File: src/rtl/prog_loader_ram_pkg.sv
// Shared loader definitions: state encodings, state width and default widths.
// Optional build macro LOAD_CHECKSUM_EN is consumed by prog_loader_ram.sv.
`ifndef PROG_LOADER_RAM_DEFS
`define PROG_LOADER_RAM_DEFS
`define LDR_STATE_W   2
`define LDR_CLEAR     2'd0
`define LDR_LOAD      2'd1
`define LDR_RUN       2'd2
`define LDR_ERROR     2'd3
`define PLR_DATALINES 16
`define PLR_ADLINES   8
`endif

package prog_loader_ram_pkg;
    localparam int LDR_STATE_W   = `LDR_STATE_W;
    localparam int DATALINES_DEF = `PLR_DATALINES;
    localparam int ADLINES_DEF   = `PLR_ADLINES;

    typedef enum logic [LDR_STATE_W-1:0] {
        ST_CLEAR = `LDR_CLEAR,
        ST_LOAD  = `LDR_LOAD,
        ST_RUN   = `LDR_RUN,
        ST_ERROR = `LDR_ERROR
    } ldr_state_t;
endpackage

File: src/rtl/prog_loader_ram_mem_array.sv
// DEPTH x datalines storage: one synchronous write port, one asynchronous read port.
module prog_loader_ram_mem_array #(
    parameter int datalines = 16,
    parameter int adlines   = 8
) (
    input  logic                 clk,
    input  logic                 we,
    input  logic [adlines-1:0]   waddr,
    input  logic [datalines-1:0] wdata,
    input  logic [adlines-1:0]   raddr,
    output logic [datalines-1:0] rdata
);
    logic [datalines-1:0] mem [2**adlines];

    always_ff @(posedge clk) begin
        if (we) mem[waddr] <= wdata;
    end

    assign rdata = mem[raddr];
endmodule

File: src/rtl/prog_loader_ram.sv
// Program/data RAM that self-clears, loads an image from address 1, then serves the CPU.
// Build option: define LOAD_CHECKSUM_EN to treat the last word as an XOR checksum.
module prog_loader_ram
    import prog_loader_ram_pkg::*;
#(
    parameter int datalines = DATALINES_DEF,
    parameter int adlines   = ADLINES_DEF
) (
    input  logic                 clk,
    input  logic                 rst,
    input  logic [adlines-1:0]   addressbus,
    input  logic                 read,
    input  logic                 write,
    input  logic [datalines-1:0] toram,
    output logic [datalines-1:0] fromram,
    output logic                 cpu_enable,
    input  logic [datalines-1:0] load_data,
    input  logic                 load_valid,
    input  logic                 load_last,
    output logic                 load_ready,
    output logic [adlines-1:0]   load_count,
    output logic                 load_error,
    output logic                 busy
);
    localparam logic [adlines-1:0] LAST_ADDR = {adlines{1'b1}};

    ldr_state_t state, state_nx;
    logic [adlines-1:0]   clr_ptr, wr_ptr, count_q;
    logic                 err_q;
    logic                 accept, overflow, ld_wr, ld_done, ld_fail;
    logic                 we;
    logic [adlines-1:0]   waddr;
    logic [datalines-1:0] wdata, rdata;

    assign accept   = (state == ST_LOAD) && load_valid;
    assign overflow = accept && !load_last && (wr_ptr == LAST_ADDR);

`ifdef LOAD_CHECKSUM_EN
    logic [datalines-1:0] csum;
    // The checksum word itself never reaches memory.
    assign ld_wr   = accept && !load_last;
    assign ld_done = accept && load_last && (csum == load_data);
    assign ld_fail = overflow || (accept && load_last && (csum != load_data));
`else
    assign ld_wr   = accept;
    assign ld_done = accept && load_last;
    assign ld_fail = overflow;
`endif

    always_ff @(posedge clk) begin
        if (rst) state <= ST_CLEAR;
        else     state <= state_nx;
    end

    always_comb begin
        state_nx   = state;
        we         = 1'b0;
        waddr      = '0;
        wdata      = '0;
        load_ready = 1'b0;
        busy       = 1'b0;
        cpu_enable = 1'b0;
        case (state)
            ST_CLEAR: begin
                busy  = 1'b1;
                we    = 1'b1;
                waddr = clr_ptr;
                if (clr_ptr == LAST_ADDR) state_nx = ST_LOAD;
            end
            ST_LOAD: begin
                busy       = 1'b1;
                load_ready = 1'b1;
                we         = ld_wr;
                waddr      = wr_ptr;
                wdata      = load_data;
                if (ld_done)      state_nx = ST_RUN;
                else if (ld_fail) state_nx = ST_ERROR;
            end
            ST_RUN: begin
                cpu_enable = 1'b1;
                we         = write;
                waddr      = addressbus;
                wdata      = toram;
            end
            default: ;
        endcase
    end

    always_ff @(posedge clk) begin
        if (rst) begin
            clr_ptr <= '0;
            wr_ptr  <= adlines'(1);
            count_q <= '0;
            err_q   <= 1'b0;
`ifdef LOAD_CHECKSUM_EN
            csum    <= '0;
`endif
        end else begin
            if (state == ST_CLEAR) clr_ptr <= clr_ptr + 1'b1;
            if (ld_wr) begin
                if (wr_ptr != LAST_ADDR)  wr_ptr  <= wr_ptr + 1'b1;
                if (count_q != LAST_ADDR) count_q <= count_q + 1'b1;
`ifdef LOAD_CHECKSUM_EN
                csum <= csum ^ load_data;
`endif
            end
            if (ld_fail) err_q <= 1'b1;
        end
    end

    prog_loader_ram_mem_array #(.datalines(datalines), .adlines(adlines)) u_mem (
        .clk   (clk),
        .we    (we),
        .waddr (waddr),
        .wdata (wdata),
        .raddr (addressbus),
        .rdata (rdata)
    );

    // Combinational read: the CPU samples one edge after driving the address.
    assign fromram    = (state == ST_RUN && read) ? rdata : '0;
    assign load_count = count_q;
    assign load_error = err_q;
endmodule
File: config.mk
export PLATFORM = sky130hd
export DESIGN_NAME = prog_loader_ram
export DESIGN_NICKNAME = d
export VERILOG_FILES = /design/src/rtl/prog_loader_ram_pkg.sv /design/src/rtl/prog_loader_ram_mem_array.sv /design/src/rtl/prog_loader_ram.sv
export SDC_FILE = /design/constraint.sdc
export NUM_CORES = 2
export LEC_CHECK = 0
export BUFFER_PORTS_ARGS = -buffer_cell sky130_fd_sc_hd__buf_2
export CAP_MARGIN = 10
export CORE_ASPECT_RATIO = 2
export CORE_MARGIN = 3
export CORE_UTILIZATION = 55
export CTS_BUF_LIST = sky130_fd_sc_hd__clkbuf_4
export DETAILED_ROUTE_END_ITERATION = 7
export PLACE_DENSITY = 0.74
export SLEW_MARGIN = 20
export SYNTH_ARGS = -nofsm -noshare
export SYNTH_HDL_FRONTEND = slang
export SYNTH_SLANG_ARGS = --single-unit
File: constraint.sdc
create_clock -name clk -period 12.9 [get_ports clk]
set_clock_uncertainty 0.2 [all_clocks]
set_input_delay 2.58 -clock clk [delete_from_list [all_inputs] [get_ports clk]]
set_output_delay 2.58 -clock clk [all_outputs]
set_load 0.005 [all_outputs]
==> implementation parameters <==
Parameter                              Value

Place
  Final HPWL DP ... 301 mm
  PortBufs ... 73
  Post-place setup slack ... 1940 ps
  Cells after DPL ... 11535
  GP Congestion ... 0.958

Min path
  Min-delay worst type ... reg2reg
  Worst Hold End ... load_error
  Cells on Worst Hold Path ... 2
  Launch instance of the worst min-delay path ... load_error

Timing
  Final count of hold timing violations ... 0
  Number of max-slew violations in the final report ... 0
  Min Clock Period, post-route ... 10900 ps
  Share of the clock period used by the worst path after layout ... 84.5%
  Final number of setup-violating endpoints ... 0
  Final worst slack ... 2000 ps
  Transition at the pin with the smallest max-transition slack ... 1370 ps
  Setup repair after global routing missed its margin ... false
  Timing-limited maximum frequency ... 0.0917 GHz
  Summed negative setup slack over all endpoints ... 0 ps
  Normalized max-slew margin ... 8.94%

Global route
  Overflow left after global routing ... 0
  Met1 global-route usage ... 34.6%
  Vias in the first global route ... 88121
  Global routing usage on met3 ... 7.00%
  First-pass GRT wire length ... 664 mm
  Maximum number of pins on one net before global-route repair ... 190
  Busiest grt layer ... met2
  Met2 demand-to-capacity share in global routing ... 51.9%
  All-Layer GR Usage ... 32.1%
  Number of antenna violations at the first check in global routing ... 38

Worst setup path
  Worst path required time ... 10120 ps
  Kind of cell adding the most delay to the critical path ... buffers and inverters
  Largest incremental delay on the critical path ... 960 ps
  Cells on worst reg2reg path ... 7
  Crit path DAT ... 8120 ps
  Sort of element at the end of the critical path ... output port
  Reg2reg start ... state[1]
  Critical path fanouts, max ... 96
  Worst-case register-to-register setup slack ... 7780 ps
  End of the worst register-to-register path ... u_mem.mem[136][8]
  Kind of critical path ... in2out
  Setup crit start kind ... input pin
  Cells traversed along the worst timing path ... buf_12 > buf_4 > buf_4 > mux2i_1 > o221ai_1 > a21oi_1 > nor4_1 > nand4_1 > o32ai_2 > buf_4 > buf_2
  Master of the slowest instance on the critical path ... o32ai_2
  Total buffers and inverters traversed by the critical path ... 5
  Critical path's most frequent cell ... buf_4

CTS
  Hold-fix buffers at CTS ... 0
  Cells resized by post-CTS repair ... 0
  Setup Buffers After CTS ... 0
  CTS tree ... built
  Sink Count ... 4123
  Number of CTS-inserted buffers ... 823
  H-tree depth reported by CTS ... 6
  Worst-path clk slew ... 80 ps
  CTS Buffer Depth ... 4
  Clock latency on the worst-skew pair ... 1440 ps
  Root buffer cell ... clkbuf_4

Detailed routing
  Antenna violation net count after detailed routing ... 0
  Via count ... 87582
  Per-cell via count in the routed design ... 6.74
  Remaining DRCs ... 37
  Total routed wirelength ... 475 mm
  Average detailed-routed wire length per instance ... 36.6 um
  Number of design-rule violations left by the first detailed-router iteration ... 12151
  First-pass iteration count of the detailed router ... 8

Logic synthesis
  Synthesized netlist net count ... 7727
  Leading post-synthesis cells by cell area ... edfxtp_1 (77%), mux4_2 (11%), mux2i_1 (3.3%)
  Mean cell area of the mapped netlist ... 20.8 sq um
  Fraction of registers with async set or reset after synthesis ... 0%
  #FFs+latches synth ... 4123
  Commonest register cell after synthesis ... edfxtp_1
  Seq/Total Area, Yosys ... 77.5%
  Synthesized netlist cell count ... 7674
  Cell with the most instances after synthesis ... edfxtp_1
  Most frequent cells after synthesis ... edfxtp_1 (4096), mux4_2 (777), mux2i_1 (531)
  Share of Yosys cell area claimed by the top area cell type ... 77.2%
  Yosys top cell by area ... edfxtp_1
  Number of synthesized flops with an enable pin ... 4096
  Number of synthesis warnings ... 0
  Number of different library cells in the post-synthesis netlist ... 72
  Netlist Area Pre-Place ... 159000 sq um

Power and ir drop
  Worst vdd rail ir drop ... 0.0807 mV
  Leak Pwr ... 57.7 nW
  Pwr per Cell Area ... 140 nW/um^2

Final layout
  Final cell count without fillers ... 12998
  Relative area change from synthesis to final layout ... 11.0%
  Final Core Density ... 61.3%
  Layout cells sized above 1 ... 29.3%
  Total Nets Final ... 8630

Floorplanning
  Die X-Extent ... 387 um
  Die span in y ... 767 um
  Top-Level Pins ... 74
  Total number of placement rows ... 279
  Die area ... 297000 sq um
  Initial Utilization ... 55.2%
  Core area ... 289000 sq um

Job
  Max-cap check violation count ... 0

Run status
  Failing checks ... design-rule violations
  Status ... finished, violations left
## where the power goes
part           switching (mW)  internal, mW  total (mW)
logic                   0.635         0.323       0.959
registers             0.00631          14.5        14.5
clock network            4.84          4.43        9.27
total                    5.48          19.3        24.7
## area by class of cell
| class | count | area (sq um) |
|---|---|---|
| antenna | 21 | 52.6 |
| clock buffer | 1137 | 8540 |
| clock inverter | 295 | 1750 |
| fill | 19638 | 112000 |
| inverter | 5 | 26.3 |
| multi-input combinational | 3082 | 34000 |
| sequential | 4123 | 124000 |
| tap | 3793 | 4750 |
| timing repair buffer | 542 | 4320 |
## worst max path at each step
| stage | to | startpoint | cells after the start |
|---|---|---|---|
| floorplan | u_mem.mem[0][15] | toram[15] | 2 |
| detailed placement | fromram[3] | addressbus[1] | 10 |
| global placement | fromram[7] | addressbus[1] | 10 |
| finish | fromram[7] | addressbus[0] | 11 |
| global route | fromram[7] | addressbus[0] | 11 |
| CTS | fromram[3] | addressbus[1] | 10 |
## logic make-up (layout without fill, tap and decap cells)
| group | Yosys count | in the layout | synth area share (%) |
|---|---|---|---|
| multiplexers | 1339 | 1339 | 14.5 |
| adder cells (fa/ha/maj) | 7 | 7 | 0.0549 |
| flip-flops | 4123 | 4123 | 77.5 |
| buffers and inverters | 469 | 1979 | 1.53 |
| XOR/XNOR | 18 | 18 | 0.0989 |
| AND/OR/NAND/NOR | 895 | 895 | 2.62 |
| other | 0 | 21 | 0 |
| AO/OA/AOI/OAI | 823 | 823 | 3.66 |
## sequential cells by signal (all words and copies together), names as in the netlist
name and flops:
u_mem.mem 4096, clr_ptr 8, load_count 8, wr_ptr 8, state 2, load_error 1
## metal layers
| layer | routed length, um | vias up | share of wire [%] |
|---|---|---|---|
| met2 | 235000 | 6775 | 49 |
| met1 | 139000 | 44496 | 29 |
| met4 | 55900 | 16 | 12 |
| met3 | 45100 | 1738 | 9.5 |
| met5 | 111 | - | 0.023 |
| li1 | - | 34557 | - |
## per-stage QoR
| step | cell area (sq um) | power (mW) | hold slack [ps] |
|---|---|---|---|
| floorplan | 159000 | 15.4 | 263 |
| global placement | 166000 | 15.7 | 254 |
| detailed placement | 166000 | 15.7 | 279 |
| CTS | 177000 | 24.8 | 298 |
| global route | 177000 | 25.5 | 311 |
| finish | 177000 | 24.7 | 291 |
## worst register-to-register path: stages (launching register included)
cell,delay [ps]
dfxtp_1,400
inv_1,90
ha_1,420
a222oi_1,790
a21o_1,560
nand2_1,810
nor2_1,1140
buf_4,350
## layout by cell type, fill, tap and decap left out, types with 20 or more instances in the layout
cell      netlist  layout
buf_12          0      23
mux2_2         31      31
a211oi_1       69      59
a21oi_1        68      62
edfxtp_1     4096    4096
nand3_1        54      50
nor2_1        347     330
a32oi_1        23      23
diode_2         0      21
o221ai_1      158     157
o21ai_0       101      95
nor3_1         93      83
buf_4          96     433
or3_1          23      23
buf_2          72      70
clkbuf_4        0    1137
mux2i_1       531     531
clkinv_1        0     204
dfxtp_1        27      27
clkinv_2        0      33
o22ai_1       187     183
nand2_1       198     198
nand4_1        39      39
a22oi_1        92      92
nor4_1         36      29
o32ai_1        25      20
mux4_2        777     777
Note: power is estimated with default switching activity, not from simulation.
